$ cat config.mk
export PLATFORM = sky130hd
export DESIGN_NAME = pwm_duty_core
export DESIGN_NICKNAME = d
export VERILOG_FILES = /design/src/rtl/pwm_duty_core.sv
export SDC_FILE = /design/constraint.sdc
export NUM_CORES = 1
export LEC_CHECK = 0
export BUFFER_PORTS_ARGS = -buffer_cell sky130_fd_sc_hd__buf_2
export CELL_PAD_IN_SITES_DETAIL_PLACEMENT = 1
export CELL_PAD_IN_SITES_GLOBAL_PLACEMENT = 1
export CORE_MARGIN = 2
export CORE_UTILIZATION = 40
export DETAILED_ROUTE_END_ITERATION = 8
export PLACE_DENSITY = 0.84
export SYNTH_ARGS = -nofsm -noshare
export SYNTH_HDL_FRONTEND = slang
export SYNTH_SLANG_ARGS = --single-unit
$ cat constraint.sdc
create_clock -name clk -period 5.7 [get_ports clk]
set_input_delay 0.57 -clock clk [delete_from_list [all_inputs] [get_ports clk]]
set_output_delay 0.57 -clock clk [all_outputs]
set_load 0.03 [all_outputs]
$ cat src/rtl/pwm_duty_core.sv
// pwm_duty_core: button-stepped saturating duty register driving a
// fixed-period PWM. The compare value is a shadow copy of the duty
// register, reloaded only when the counter wraps, so a period is never cut short.
module pwm_duty_core #(
   parameter int PERIOD    = 10,
   parameter int STEP      = 1,
   parameter int DUTY_INIT = 5,
   parameter int W         = 4
) (
   input  logic         clk,
   input  logic         rst_n,
   input  logic         inc_q,
   input  logic         dec_q,
   output logic         pwm_out,
   output logic [W-1:0] duty,
   output logic         period_start
);

   localparam int            LAST_I = PERIOD - 1;
   localparam logic [W:0]    PER_X  = PERIOD[W:0];
   localparam logic [W:0]    STEP_X = STEP[W:0];
   localparam logic [W-1:0]  LAST   = LAST_I[W-1:0];
   localparam logic [W-1:0]  INIT   = DUTY_INIT[W-1:0];
   localparam logic          PWM_RST = (DUTY_INIT > 0);

   logic [W-1:0] cnt, cnt_next;
   logic [W-1:0] duty_reg, duty_next;
   logic [W-1:0] duty_act, act_next;
   logic         inc_prev, dec_prev;
   logic         inc_rise, dec_rise;
   logic [W:0]   sum;
   logic         pwm_next;

   // Rising-edge detect on the debounced levels.
   always_comb begin
      inc_rise = inc_q & ~inc_prev;
      dec_rise = dec_q & ~dec_prev;
   end

   // Saturating duty step; one extra bit so the sum cannot wrap, and the
   // difference is range-checked first so it never underflows.
   always_comb begin
      sum       = {1'b0, duty_reg} + STEP_X;
      duty_next = duty_reg;
      if (inc_rise && !dec_rise)
         duty_next = (sum > PER_X) ? PER_X[W-1:0] : sum[W-1:0];
      else if (dec_rise && !inc_rise)
         duty_next = ({1'b0, duty_reg} >= STEP_X) ? (duty_reg - STEP_X[W-1:0]) : '0;
   end

   // Next counter/shadow values; pwm is registered from these so that
   // pwm_out always equals (cnt < duty_act) in the same cycle.
   always_comb begin
      cnt_next = (cnt == LAST) ? '0 : cnt + 1'b1;
      act_next = (cnt_next == '0) ? duty_next : duty_act;
      pwm_next = (cnt_next < act_next);
   end

   // State registers with synchronous active-low reset.
   always_ff @(posedge clk) begin
      if (!rst_n) begin
         cnt      <= '0;
         inc_prev <= 1'b0;
         dec_prev <= 1'b0;
         duty_reg <= INIT;
         duty_act <= INIT;
         pwm_out  <= PWM_RST;
      end else begin
         cnt      <= cnt_next;
         inc_prev <= inc_q;
         dec_prev <= dec_q;
         duty_reg <= duty_next;
         duty_act <= act_next;
         pwm_out  <= pwm_next;
      end
   end

   assign duty         = duty_reg;
   assign period_start = (cnt == '0);

endmodule

# [Word-level counts from Yosys, hierarchy flattened]
# Cells that the tools add are included.
[totals] elab_cells=29 regBits=15 out_inout_bits=6
[classes] n_mux=6 bitwise=4 addsub=3 n_eq_ne=1 reduce_logical=6 n_lt_le_gt_ge=3
[op_table] cell="$mux W4" n=6
[op_table] cell="$logic_not A4 Y1" n=2
[op_table] cell="$add A4 B1 Y5 const B" n=1
[op_table] cell="$gt A5 B4 Y1 const B" n=1
[op_table] cell="$add A4 B1 Y4 const B" n=1
[op_table] cell="$eq A4 B4 Y1 const B" n=1
[op_table] cell="$ge A4 B1 Y1 const B" n=1
[op_table] cell="$lt A4 B4 Y1" n=1
[op_table] cell="$sub A4 B1 Y4 const B" n=1
[op_table] cell="$and A1 B1 Y1" n=2
[op_table] cell="$logic_and A1 B1 Y1" n=2
[op_table] cell="$logic_not A1 Y1" n=2
[op_table] cell="$not A1 Y1" n=2

# [Longest topological paths before layout]
# Gate-level depths: netlist of run 1.
[depth] word_depth=8 mapped_depth=11 depth_no_buf=11

# [Worst setup path after synthesis of run 1]
# Ideal clock, no wire load.
[synth_timing] path_kind="reg-to-reg" start="reg duty_reg[0] (netlist: duty[0])" end="reg pwm_out" setup_slack_ps=2818 setup_time_ps=79 path_stages_with_launch=11 t_arrival_ps=2803 required_ps=5621 path_cell_list="dfxtp_1 -> inv_1 -> ha_1 -> and2b_2 -> o32ai_2 -> a21oi_1 -> a31o_1 -> ha_1 -> a2111oi_0 -> o2111ai_1 -> o211ai_1"
[synth_via] elab_chain_len=6 word_cells_on_any_way=10 cone_classes="add/sub (2); order compare (3); mux (5)"
[synth_rtl] item="from (decl)" line="27" text="logic [W-1:0] duty_reg, duty_next;"
[synth_rtl] item="from (signal assigned)" line="72" text="duty_reg <= duty_next;"
[synth_rtl] item="$add A4 B1 Y5, or another cell as far along" line="43" text="sum = {1'b0, duty_reg} + STEP_X;"
[synth_rtl] item="$gt A5 B4 Y1 or $mux W4 (tied branches)" line="46, 48"
[synth_rtl] item="$mux W4, on equally long branches" line="46, 47"
[synth_rtl] item="$mux W4 *" line="45" text="if (inc_rise && !dec_rise)"
[synth_rtl] item="$mux W4 *" line="55" text="act_next = (cnt_next == '0) ? duty_next : duty_act;"
[synth_rtl] item="$lt A4 B4 Y1 *" line="56" text="pwm_next = (cnt_next < act_next);"
[synth_rtl] item="to (signal assigned)" line="74" text="pwm_out <= pwm_next;"
[synth_rtl] item="to (decl)" line="14" text="output logic pwm_out,"
# Mark *: on every way between the ends. The rest lies on a longest branch, timed or not.
# A chain may end at the register's enable or synchronous reset.

# [Worst setup path after layout of run 1]
# Ends and elaborated chain as after synthesis.

==> results of run 1 <==
[worst paths after layout]
check,start,cells after the start,to
max,duty[0]$_SDFF_PN1_,10,pwm_out$_SDFF_PN1_
min,duty_act[2]$_SDFF_PN1_,2,duty_act[2]$_SDFF_PN1_
min reg2reg,duty_act[2]$_SDFF_PN1_,2,duty_act[2]$_SDFF_PN1_
max reg2reg,duty[0]$_SDFF_PN1_,10,pwm_out$_SDFF_PN1_
[cell type report]
class	count	area (sq um)
tap	30	37.5
clock buffer	4	26.3
sequential	15	300
inverter	6	22.5
multi-input combinational	89	651
fill	314	1350
timing repair buffer	9	45.0
[power by group]
group | total, W | internal [W] | switching, W
Combinational | 0.0000860 | 0.0000329 | 0.0000531
Clock | 0.0000619 | 0.0000272 | 0.0000347
Sequential | 0.000125 | 0.000111 | 0.0000132
Total | 0.000273 | 0.000172 | 0.000101
[per-stage QoR]
step	util [%]	worst slack [ps]	power, W	cells
floorplan	-	2820	0.000190	117
global placement	43.4	2640	0.000208	149
detailed placement	43.4	2580	0.000212	149
CTS	44.5	2690	0.000275	153
global route	44.5	2370	0.000290	153
finish	44.5	2700	0.000273	153
[cells in the final DEF (no fill, tap or decap), types with 4 or more instances in the layout]
| cell type | count |
|---|---|
| dfxtp_1 | 15 |
| buf_2 | 9 |
| nand2_1 | 7 |
| inv_1 | 6 |
| o21ai_0 | 6 |
| and2_1 | 6 |
| ha_1 | 6 |
| nor2b_1 | 5 |
| nor2_1 | 5 |
| nand2b_1 | 4 |
| nor4_1 | 4 |
[metal layers]
| metal | up-vias | GRT usage [%] |
|---|---|---|
| li1 | 452 | - |
| met1 | 452 | 25.5 |
| met2 | 22 | 31.9 |
| met3 | 6 | 3.55 |
| met4 | 0 | 8.33 |
| met5 | - | 0 |
[logic make-up after synthesis]
group	count (synthesis)	share of synthesized area, %
compound gates	36	27.4
xor+xnor	3	2.60
fa+ha+maj	6	7.43
buf+inv	13	5.82
flops	15	29.7
mux	3	3.10
simple gates	41	23.9
[critical path, cell delays in order, from the launching register on]
cell and delay [ps]:
dfxtp_1 510, inv_1 200, ha_1 280, and2b_2 210, o32ai_2 230, a21oi_1 130, a31o_1 230, ha_1 280
a2111oi_0 550, o2111ai_1 200, o211ai_1 120
==> results.ini, run 1 <==
[run_status]
status = complete, no violations

[timing]
max_freq_mhz = 333
maxSlewHeadroom_pct = 55.8
clock_skew_ps = 10.7
slew_viol_final = 0
setup_violations = 0
hold_slack_ps = 501
final.setup.tns_ps = 0
tightestPinTransition_ps = 662
fin_crit_sh_pct = 52.7
period_minus_slack_ps = 3000
rsz0062_at_grt = no
finalHoldViolCount = 0

[logic_synthesis]
synth_seq_cells = 15
synth_fp_nets = 127
synthTopCellsByArea = dfxtp_1 (30%), ha_1 (7.4%), and2_1 (3.7%)
synthFlopType = dfxtp_1
synth_edf_count = 0
seq_area_frac_synth_pct = 29.7
yosysMostFrequentCell = dfxtp_1
yosys.area.top_type = dfxtp_1
synth_common_cells = dfxtp_1 (15), nand2_1 (7)
yosys_warnings = 0
syn_avg_cell_area_sq_um = 8.63
syn_inst = 117
yosys.area.top_type_share_pct = 29.7
synth_area_sq_um = 1010
synthArstFlopShare_pct = 0
synth_cell_types = 45

[route]
first_iter_violations = 21
wl_met3_um = 87
drc = 0
top_layer_used = met4
wl_per_cell_um = 16.8
vias = 932
met2_length_um = 1250
ant_nets = 0
via_per_inst = 6.09
met1_length_um = 1190
drt_first_pass_iters = 5
routed_wl_um = 2570

[global_routing]
antenna_found_initial = 0
grt_pass1_vias = 878
grt_max_degree = 18
gr-usage-all-layers_pct = 19.7
grt-ovfl-total = 0
grt_pass1_wl_um = 4180

[power_and_ir_drop]
vdd_drop_max_uv = 132
powerDensity_nw_per_um2 = 252
leakage_nw = 0.427

[cts]
worstSkewPairLatency_ps = 290
cts_tree = yes
cts_buffers = 3
cts_buffer_depth = 2
cts_root_buffer = clkbuf_4
h-tree-depth = 1
cts_sinks = 15
cts-resized-gates = 0
post_cts_buffers = 0
clk_pin_slew_ps = 100
hold_buffers = 0

[place]
place_area_sq_um = 1060
hpwl_um = 2000
gp_congestion = 0.881
numPortBuffers = 9

[critical_path]
start_kind = flop
end_kind = flop
r2r_slack_ps = 2700
worst-path-max-fanout = 10
required_ps = 5920
arrival_ps = 3220
worstSetupPathType = flop to flop

[die]
dieArea_sq_um = 2940
num_rows = 18
die_h_um = 54.2
die_x_um = 54.2
initial_core_util_pct = 41.5
core_region_area_sq_um = 2430
pin_count = 10

[finish]
synthToLayoutAreaGrowth_pct = 7.19
final_area_sq_um = 1080
final_layout_size_suffix_gt1_share_pct = 13.8
n_antenna_cell = 0
finalNetCount = 134

[run]
cap_viol_max_count = 0

[min_path]
hold_class = flop to flop

No activity file was read; power rests on OpenSTA's default activity.
==> run 2: changes to the inputs <==
==> constraint.sdc (replaced) <==
create_clock -name clk -period 2.85 [get_ports clk]
set_input_delay 0.285 -clock clk [delete_from_list [all_inputs] [get_ports clk]]
set_output_delay 0.285 -clock clk [all_outputs]
set_load 0.03 [all_outputs]
==> results.ini, run 2 (same netlist as run 1, synthesis figures left out) <==
[run_status]
status = complete, no violations

[route]
met1_length_um = 1320  ; +12%
via_per_inst = 5.94  ; -2.5%
ant_nets = 0  ; unchanged
drt_first_pass_iters = 4  ; -1
routed_wl_um = 2890  ; +13%
wl_met3_um = 74  ; -15%
top_layer_used = met4
wl_per_cell_um = 18.0  ; +7.1%
drc = 0  ; unchanged
vias = 956  ; +2.6%
first_iter_violations = 9  ; -57%
met2_length_um = 1460  ; +16%

[finish]
final_cell_mix = dfxtp_1 (14), buf_2 (9), buf_4 (8), nand2_1 (7)
n_antenna_cell = 0  ; unchanged
final_common_cell = dfxtp_1
finalNetCount = 142  ; +6.0%
final_cells = 161  ; +5.2%
fillers = 297  ; -5.4%
final_layout_size_suffix_gt1_share_pct = 20.6  ; +6.8 points
multi_input_area_sq_um = 669  ; +2.9%
ff_latch_area_sq_um = 304  ; +1.3%
synthToLayoutAreaGrowth_pct = 15.4

[timing]
final.setup.tns_ps = 0  ; unchanged
clock_skew_ps = 7.21  ; -3.52 ps
slew_viol_final = 0  ; unchanged
fin_crit_sh_pct = 94.8  ; +42 points
finalHoldViolCount = 0  ; unchanged
maxSlewHeadroom_pct = 68.0  ; +12 points
tightestPinTransition_ps = 480  ; -183 ps
setup_violations = 0  ; unchanged
setup_ws_ps = 148  ; -2550 ps
max_freq_mhz = 370  ; +11%
period_minus_slack_ps = 2700  ; -302 ps

[global_routing]
grt-ovfl-total = 0  ; unchanged
grt_pass1_vias = 994  ; +13%
gr-usage-all-layers_pct = 22.7  ; +3.0 points
grt_max_degree = 18  ; unchanged
grt_pass1_wl_um = 4710  ; +13%
antenna_found_initial = 0  ; unchanged

[place]
numPortBuffers = 9  ; unchanged
hpwl_um = 2120  ; +6.3%
dp_cells = 155  ; +4.0%
gp_congestion = 0.889  ; +0.91%
dp_slack_ps = -207  ; -2790 ps

[die]
die_h_um = 54.2  ; unchanged
num_rows = 18  ; unchanged
pin_count = 10  ; unchanged
core_region_area_sq_um = 2430  ; unchanged
dieArea_sq_um = 2940  ; unchanged
initial_core_util_pct = 41.5  ; unchanged
die_x_um = 54.2  ; unchanged

[power_and_ir_drop]
powerDensity_nw_per_um2 = 500  ; +99%
vdd_drop_max_uv = 252  ; +91%
leakage_nw = 0.468  ; +9.6%

[critical_path]
arrival_ps = 2910  ; -310 ps
startpoint = duty[0]$_SDFF_PN1_
worst-path-max-fanout = 6  ; -4
reg2reg_depth = 10  ; unchanged
r2r_slack_ps = 150  ; -2550 ps
end_kind = flop
worstSetupPathType = flop to flop
required_ps = 3060  ; -2860 ps
endpoint = pwm_out$_SDFF_PN1_
timing.rr.end = pwm_out$_SDFF_PN1_
r2r_start = duty[0]$_SDFF_PN1_
start_kind = flop

[cts]
clk_pin_slew_ps = 100  ; about the same
cts_buffers = 3  ; unchanged
cts_sinks = 15  ; unchanged
cts_tree = yes
worstSkewPairLatency_ps = 290  ; about the same
cts_buffer_depth = 2  ; unchanged
h-tree-depth = 1  ; unchanged
hold_buffers = 0  ; unchanged
cts_root_buffer = clkbuf_4

[run]
cap_viol_max_count = 0  ; unchanged

[min_path]
hold_class = input pin to flop

-- run 2: changes by cell type in the layout (fill, tap and decap cells not counted), sizes merged --
| cell | previous run | this run |
|---|---|---|
| buf | 9 | 17 |
-- run 2: worst min-delay path by stage --
| stage | from | end | slack, ps | cells past startpoint |
|---|---|---|---|---|
| after detailed placement | duty_act[2]$_SDFF_PN1_ | duty_act[2]$_SDFF_PN1_ | 470 | 2 |
| after global routing | dec_q | dec_prev$_SDFF_PN0_ | 240 | 2 |
| after global placement | duty_act[2]$_SDFF_PN1_ | duty_act[2]$_SDFF_PN1_ | 460 | 2 |
| after floorplan | dec_q | dec_prev$_SDFF_PN0_ | 410 | 1 |
| after CTS | dec_q | dec_prev$_SDFF_PN0_ | 230 | 2 |
| final | dec_q | dec_prev$_SDFF_PN0_ | 230 | 2 |
-- run 2: power by group --
group | total (W) | internal (W) | switching [W]
registers | 0.000239 | 0.000224 | 0.0000147
clock network | 0.000129 | 0.0000545 | 0.0000745
logic | 0.000215 | 0.0000868 | 0.000128
-- run 2: area by class of cell --
cell class / instances / area share (%)
Multi-Input combinational cell: 89 / 57.5
Sequential cell: 15 / 26.1
Clock buffer: 4 / 2.26
Inverter: 6 / 1.93
Tap cell: 30 / 3.22
Timing Repair Buffer: 17 / 9.02
-- run 2: repair_timing --
action / 4_1_cts / 5_1_grt
pin swaps: 0 / 0
cloned: 0 / 0
buffers inserted: 0 / 2
resized for setup: 2 / 2
setup endpoints to repair: 1 / 1
endpoints found under the hold margin: 0 / 0
-- run 2: per-layer routing --
metal  vias up  global-route usage, %
met5         -                      0
met4         0                   9.58
met3         6                   2.73
met2        17                   40.4
met1       470                   27.4
li1        463                      -
-- run 2: critical path, cell delays in order, from the launching register on --
cell	delay (ps)
dfxtp_4	390
inv_1	100
ha_1	260
and2b_2	210
o32ai_2	250
a21oi_1	140
a31o_1	240
ha_1	320
a2111oi_4	400
o2111ai_1	190
o211ai_1	130
-- run 2: stage by stage --
stage               hold WS [ps]  instance area, sq um  power (W)  util, %
finish                       228                  1160   0.000582     47.9
floorplan                    407                  1010   0.000381        -
CTS                          227                  1130   0.000573     46.7
detailed placement           470                  1100   0.000443     45.3
global route                 244                  1160   0.000615     47.9
global placement             456                  1100   0.000433     45.3
